**src/rtl/pip_bht.sv**
```systemverilog
// ============================================================================
//  Module   : pip_bht
//  Purpose  : Direct-mapped 2-bit branch history table with write-through
//             bypass, sequential flush sweep and branch/mispredict counters.
//  Revision : 1.0 - initial release
// ============================================================================
`default_nettype none

module pip_bht #(
    parameter int         INDEX_W  = 6,
    parameter logic [1:0] INIT_CNT = 2'b01
) (
    input  logic        clk,
    input  logic        rst,
    input  logic [63:0] fetch_pc,
    output logic [1:0]  pip_cont,
    input  logic        upd_valid,
    input  logic [63:0] upd_pc,
    input  logic        upd_taken,
    input  logic [1:0]  upd_pred,
    input  logic        flush_bht,
    output logic        busy,
    output logic [31:0] br_total,
    output logic [31:0] br_miss
);

    localparam int ENTRIES = 1 << INDEX_W;

    typedef enum logic [0:0] {
        IDLE  = 1'b0,
        CLEAR = 1'b1
    } state_t;

    state_t               r_state;
    logic [INDEX_W-1:0]   r_clr_idx;
    logic                 r_busy;
    logic [1:0]           r_table [ENTRIES];
    logic [31:0]          r_br_total;
    logic [31:0]          r_br_miss;

    logic [INDEX_W-1:0]   w_fetch_idx;
    logic [INDEX_W-1:0]   w_upd_idx;
    logic [1:0]           w_upd_cur;
    logic [1:0]           w_upd_next;
    logic                 w_upd_en;
    logic                 w_miss;
    logic                 w_unused;

    assign w_fetch_idx = fetch_pc[INDEX_W+1:2];
    assign w_upd_idx   = upd_pc[INDEX_W+1:2];
    assign w_upd_cur   = r_table[w_upd_idx];
    assign w_upd_en    = upd_valid && (r_state == IDLE);
    assign w_miss      = upd_pred[1] != upd_taken;

    // Upper PC bits alias by design; the low prediction bit is not needed.
    assign w_unused = ^{fetch_pc[63:INDEX_W+2], fetch_pc[1:0],
                        upd_pc[63:INDEX_W+2], upd_pc[1:0], upd_pred[0]};

    always_comb begin
        w_upd_next = w_upd_cur;
        if (upd_taken) begin
            if (w_upd_cur != 2'b11) w_upd_next = w_upd_cur + 2'd1;
        end else begin
            if (w_upd_cur != 2'b00) w_upd_next = w_upd_cur - 2'd1;
        end
    end

    // Same-cycle bypass lets fetch see a training result without a bubble.
    always_comb begin
        pip_cont = r_table[w_fetch_idx];
        if (r_state == CLEAR) begin
            pip_cont = INIT_CNT;
        end else if (w_upd_en && (w_fetch_idx == w_upd_idx)) begin
            pip_cont = w_upd_next;
        end
    end

    always_ff @(posedge clk or posedge rst) begin
        if (rst) begin
            for (int i = 0; i < ENTRIES; i++) begin
                r_table[i] <= INIT_CNT;
            end
        end else if (r_state == CLEAR) begin
            r_table[r_clr_idx] <= INIT_CNT;
        end else if (upd_valid) begin
            r_table[w_upd_idx] <= w_upd_next;
        end
    end

    always_ff @(posedge clk or posedge rst) begin
        if (rst) begin
            r_state   <= IDLE;
            r_clr_idx <= '0;
            r_busy    <= 1'b0;
        end else begin
            case (r_state)
                IDLE: begin
                    if (flush_bht) begin
                        r_state   <= CLEAR;
                        r_clr_idx <= '0;
                        r_busy    <= 1'b1;
                    end
                end
                CLEAR: begin
                    if (flush_bht) begin
                        r_clr_idx <= '0;
                    end else if (r_clr_idx == {INDEX_W{1'b1}}) begin
                        r_state   <= IDLE;
                        r_clr_idx <= '0;
                        r_busy    <= 1'b0;
                    end else begin
                        r_clr_idx <= r_clr_idx + 1'b1;
                    end
                end
                default: begin
                    r_state   <= IDLE;
                    r_clr_idx <= '0;
                    r_busy    <= 1'b0;
                end
            endcase
        end
    end

    always_ff @(posedge clk or posedge rst) begin
        if (rst) begin
            r_br_total <= '0;
            r_br_miss  <= '0;
        end else if (upd_valid) begin
            if (r_br_total != 32'hFFFF_FFFF) r_br_total <= r_br_total + 32'd1;
            if (w_miss && (r_br_miss != 32'hFFFF_FFFF)) r_br_miss <= r_br_miss + 32'd1;
        end
    end

    assign busy     = r_busy;
    assign br_total = r_br_total;
    assign br_miss  = r_br_miss;

endmodule

`default_nettype wire
```
**config.mk**
```make
export PLATFORM = sky130hd
export DESIGN_NAME = pip_bht
export DESIGN_NICKNAME = d
export VERILOG_FILES = /design/src/rtl/pip_bht.sv
export SDC_FILE = /design/constraint.sdc
export NUM_CORES = 1
export LEC_CHECK = 0
export CAP_MARGIN = 20
export CORE_ASPECT_RATIO = 0.7
export CORE_MARGIN = 3
export CORE_UTILIZATION = 40
export DETAILED_ROUTE_END_ITERATION = 12
export GPL_ROUTABILITY_DRIVEN = 0
export PLACE_DENSITY = 0.66
export SYNTH_ARGS = -nofsm -noshare
export SYNTH_HDL_FRONTEND = slang
export SYNTH_SLANG_ARGS = --single-unit
```
**constraint.sdc**
```tcl
create_clock -name clk -period 5.7 [get_ports clk]
set_input_delay 0.855 -clock clk [delete_from_list [all_inputs] [get_ports clk]]
set_output_delay 0.855 -clock clk [all_outputs]
set_load 0.01 [all_outputs]
```
* Yosys cells after proc, flatten, opt, wreduce, memory -nomap -nowiden
Cells that the tools add are included.
** Operators by class
- Bitwise logic cells :: 7
- $lt $le $gt $ge :: 5
- Mux-type cells :: 30
- Add/subtract/negate cells :: 5
- Equality and inequality tests :: 9
- Reduce and logical (&&, ||, !) cells :: 10
** Operator list (number)
- $mux 128 :: 2
- $bwmux 128 :: 1
- $add 32x1->32 const B :: 2
- $and 64x64->64 :: 1
- $ne 32x32->1 const B :: 2
- $not 64->64 :: 1
- $or 64x64->64 :: 1
- $bmux 2 s6 :: 2
- $demux 2 s6 :: 2
- $mux 2 :: 11
- $ge 7x7->1 const B :: 3
- $not 6->7 :: 3
- $mux 6 :: 3
- $lt 7x1->1 const B :: 2
- $pmux 6 s2 :: 1
- $add 6x1->6 const B :: 1
- $eq 6x6->1 :: 1
- $eq 6x6->1 const B :: 1
- $mux 1 :: 6
- $ne 2x2->1 const B :: 3
- $logic_and 1x1->1 :: 5
- $pmux 1 s2 :: 2
- $reduce_and 2->1 :: 2
- $reduce_bool 2->1 :: 2
- 6 further kinds :: 6
** Storage, ports and cells
- Flip-flop bits (word level) :: 200
- Word-level logic and storage cells :: 135
- Output and inout bits :: 67
- Input port bits :: 135

* Longest topological paths before layout
- Depth in word-level cells :: 10
- Mapped depth :: 12
- Depth with buffers taken out :: 8

* Worst setup path before layout
OpenSTA, ideal clock, no wires.
- Path type :: input -> output
- Start point :: input port fetch_pc[2]
- End point :: output port pip_cont[0]
- Path slack :: 1370 ps
- Cell stages on the path :: 6
- Required time :: 4845 ps
- Data arrival time :: 3475 ps
- Path through :: clkbuf_1 -> buf_1 -> mux4_2 -> mux4_2 -> mux4_2 -> a211o_1
** On the way
- Word-level cells in the longest chain between the ends :: 6
- Elaborated cells between the ends (all ways) :: 8
- Classes of those cells :: 1 x eq/ne; 5 x mux; 1 x bitwise; 1 x reduce/logical
** Ends and longest elaborated chain
- from (decl) :: RTL line 15 : input logic [63:0] fetch_pc,
- $not 6->7 (not written as such) :: RTL line 70 : pip_cont = r_table[w_fetch_idx];
- $bmux 2 s6 :: RTL line 70
- $mux 2 (not written as such) (2 in a row) :: RTL line 70
- $mux 2 (*) :: RTL line 73 : end else if (w_upd_en && (w_fetch_idx == w_upd_idx)) begin
- $mux 2 (*) :: RTL line 71 : if (r_state == CLEAR) begin
- to (decl) :: RTL line 16 : output logic [1:0] pip_cont,
Mark *: on every way between the ends. The rest lies on a longest branch, timed or not. The select of a mux whose other input is x is not followed.

* Worst setup path in the final report
- Start point :: input port upd_pc[4]
- End point :: output port pip_cont[0]
** On the way
- Word-level cells in the longest chain between the ends :: 9
- Elaborated cells between the ends (all ways) :: 15
- Classes of those cells :: 2 x add/sub; 2 x eq/ne; 8 x mux; 1 x bitwise; 2 x reduce/logical
** Ends and longest elaborated chain
- from (decl) :: RTL line 18 : input logic [63:0] upd_pc,
- $not 6->7 (not written as such) :: RTL line 51 : assign w_upd_cur = r_table[w_upd_idx];
- $bmux 2 s6 :: RTL line 51
- $mux 2 (not written as such) (2 in a row) :: RTL line 51
- $sub 2x1->2 (tied with other cells) :: RTL line 64 : if (w_upd_cur != 2'b00) w_upd_next = w_upd_cur - 2'd1;
- $mux 2, on equally long branches :: RTL line 64, 62
- $mux 2 :: RTL line 61 : if (upd_taken) begin
- $mux 2 (*) :: RTL line 73
- $mux 2 (*) :: RTL line 71
Marks and branches as above.

==> metrics.cfg <==
[sta]
clock_skew_ps = 15.31
hold_violations = 0
worstMarginPinSlew_ps = 1238
tns_ps = 0
setup_viol = 0
fin_hold_ws_ps = 491.0
finalCriticalPeriod_ps = 5338
relSlewSlack_pct = 17.13
finalWorstSetupSlack_ps = 362.0
max_freq_ghz = 0.1873
slew_violations = 0
rsz0062_at_grt = no
finalCritPeriodShare_pct = 93.65

[floorplan]
fp.dieW_um = 208.9
boundaryPins = 202
initial_core_util_pct = 41.05
dieHeight_um = 148.0
core_area_sq_um = 28080
rows = 51
die_area_sq_um = 30920

[run_status]
outcome = finished, final reports clean

[setup_path]
path_common_cell = clkdlybuf4s50_1
criticalPathCategory = in -> out
cp_data_arrival_time_ps = 4480
endpoint_kind = primary output
cp_num_buf_inv = 4
max_stage_delay_ps = 810
cpMaxStageDelayCell = clkdlybuf4s50_1
r2r-start = r_table[2]$_DFFE_PP1P_
cp_top_family = buffers and inverters
crit_chain = clkdlybuf4s50_1 -> inv_1 -> buf_4 -> a221o_1 -> a22oi_1 -> o22ai_1 -> or4_4 -> maj3_2 -> nor2_1 -> a211o_1 -> clkdlybuf4s50_1
crit_required_ps = 4850
crit_path_start_kind = input pin
critPathMaxFanout = 13
r2r_slack_ps = 1870
rr_worst_depth = 9
r2r-end = r_table[79]$_DFFE_PP0P_

[clock_network]
cts_hold_buf = 0
cts_resized = 0
postCtsSetupBuffers = 0
cts_buffers = 17
clk_pin_slew_worst_paths_ps = 70
cts.sinks = 200
cts_buffer_depth = 2
cts-root-buf = clkbuf_16
clock_latency_ps = 470
cts_max_level = 4
cts_tree = built

[route]
ant_nets = 0
drtIter0Drc = 1358
routed_wire_length_per_instance_um = 23.88
route.detailed.drc = 0
first_pass_iters = 7
vias = 10216
via_per_inst = 6.271
drt_wl_total_mm = 38.90

[synthesis]
ys_seq_area_share_pct = 44.12
synth_async_sr_flop_share_pct = 100.0
synth_area_sq_um = 11520
ys_types = 58
synth_seq_cells = 200
synth_ff_type = dfrtp_1
synth.avg_cell_area_sq_um = 9.750
synth_edf_count = 0
post_synth_inst_count = 1182
syn_nets = 1320
synth_warnings = 0

[global_routing]
track_usage_pct = 25.07
antenna_found_initial = 3
gr-usage-met1_pct = 35.15
grt_pass1_wl_mm = 58.97
gr-max-usage-layer = met1
grt_max_degree = 147
grt_overflow = 0
grtUsageMet2_pct = 33.83
grt_pass1_vias = 9564
use_met3_pct = 12.41

[run]
cap_viol_max_count = 0

[finish]
num_antenna_cells = 0
nets = 1383
fin_cells = 1629
drive_gt1_share_pct = 16.53
syn_to_final_growth_pct = 15.79

[placed_design]
dpl.hpwl_mm = 26.54
port-buffer-count = 84
preCtsSetupSlack_ps = 484.3
dp.cells = 1596

[worst_hold_path]
min_from = br_total[21]$_DFFE_PP0P_
hold_path_depth = 1
hp-class = reg -> reg
hold_end = br_total[21]$_DFFE_PP0P_

[power_and_ir_drop]
powerDensity_nw_per_um2 = 252.1
power_leakage_nw = 5.177
vdd_drop_max_mv = 0.1929

-- report_power, final --
group	total, W	internal, W	leakage (nW)	switching (W)
clock	0.00120	0.000579	0.278	0.000620
combinational	0.000555	0.000242	2.45	0.000313
sequential	0.00161	0.00152	2.44	0.0000935
-- layout make-up --
type,count,area (sq um)
Multi-Input combinational cell,893,6047
Sequential cell,200,5085
Tap cell,371,464.2
Fill cell,2651,14730
Inverter,14,56.30
Timing Repair Buffer,119,1130
Clock buffer,18,429.2
Clock inverter,14,132.6
-- metrics by stage --
step                total power [W]  utilization [%]  area [sq um]
floorplan                  0.001939                -         11530
global placement           0.002168            45.49         12770
detailed placement         0.002178            45.49         12770
CTS                        0.003373            47.49         13330
global route               0.003498            47.53         13340
finish                     0.003365            47.53         13340
-- worst max path at each step --
stage	startpoint	endpoint	slack [ps]	cells past startpoint
after floorplan	fetch_pc[2]	pip_cont[0]	1370	6
after global placement	upd_pc[4]	pip_cont[0]	500	11
after detailed placement	upd_pc[4]	pip_cont[0]	480	11
after CTS	upd_pc[4]	pip_cont[0]	450	11
after global routing	upd_pc[4]	pip_cont[0]	270	11
final	upd_pc[4]	pip_cont[0]	360	11
-- sequential cells by signal, summed over array words and instances, names as in the netlist --
signal and flops:
r_table 128, br_miss 32, br_total 32, r_clr_idx 6, busy 1, r_state 1
-- synthesized netlist by cell type, types with 17 or more instances --
cell / number / area share [%]
nor3_1: 62 / 2.7
nand4_1: 17 / 0.92
mux2i_1: 22 / 1.9
nand2_1: 122 / 4.0
o21ai_0: 78 / 3.4
clkbuf_1: 42 / 1.4
xnor2_1: 45 / 3.4
nand3_1: 50 / 2.2
dfrtp_1: 136 / 30
nor2b_1: 18 / 0.98
nor2_1: 130 / 4.2
mux4_2: 55 / 11
a21oi_1: 77 / 3.3
dfstp_2: 64 / 15
xor2_1: 26 / 2.0
-- worst reg2reg max path, cell delays in order (launching register included) --
cell,delay [ps]
dfstp_2,390
mux2_2,260
a221o_1,290
a211oi_1,330
o22ai_1,160
or4_4,560
maj3_2,330
buf_4,330
nand2b_1,810
a211oi_1,210
-- layout by cell type (no fill, tap or decap), drive strengths merged, types with 15 or more instances in the layout --
| cell | n |
|---|---|
| nand3 | 50 |
| nor3 | 62 |
| dfstp | 64 |
| clkbuf | 18 |
| nand4 | 17 |
| nor2b | 18 |
| and3 | 15 |
| xnor2 | 45 |
| inv | 21 |
| a211oi | 15 |
| nand2 | 122 |
| mux4 | 55 |
| o21ai | 81 |
| mux2i | 22 |
| clkdlybuf4s50 | 81 |
| dfrtp | 136 |
| nor2 | 130 |
| a21oi | 77 |
| buf | 38 |
| xor2 | 26 |
-- routing by layer --
metal | up-vias | routed length [um]
li1 | 4437 | -
met1 | 5047 | 16380
met2 | 624 | 15810
met3 | 100 | 5508
met4 | 8 | 1124
met5 | - | 78
-- cells by family (layout without fill, tap and decap cells) --
| family | count (synthesis) | count (layout) | share of synthesized area (%) |
|---|---|---|---|
| AND/OR/NAND/NOR | 477 | 477 | 19.59 |
| adder cells (fa/ha/maj) | 5 | 5 | 0.5211 |
| XOR/XNOR | 71 | 71 | 5.396 |
| AO/OA/AOI/OAI | 250 | 250 | 13.01 |
| buffers and inverters | 89 | 165 | 3.409 |
| flip-flops | 200 | 200 | 44.12 |
| multiplexers | 90 | 90 | 13.96 |
(Power assumes the default switching activity.)
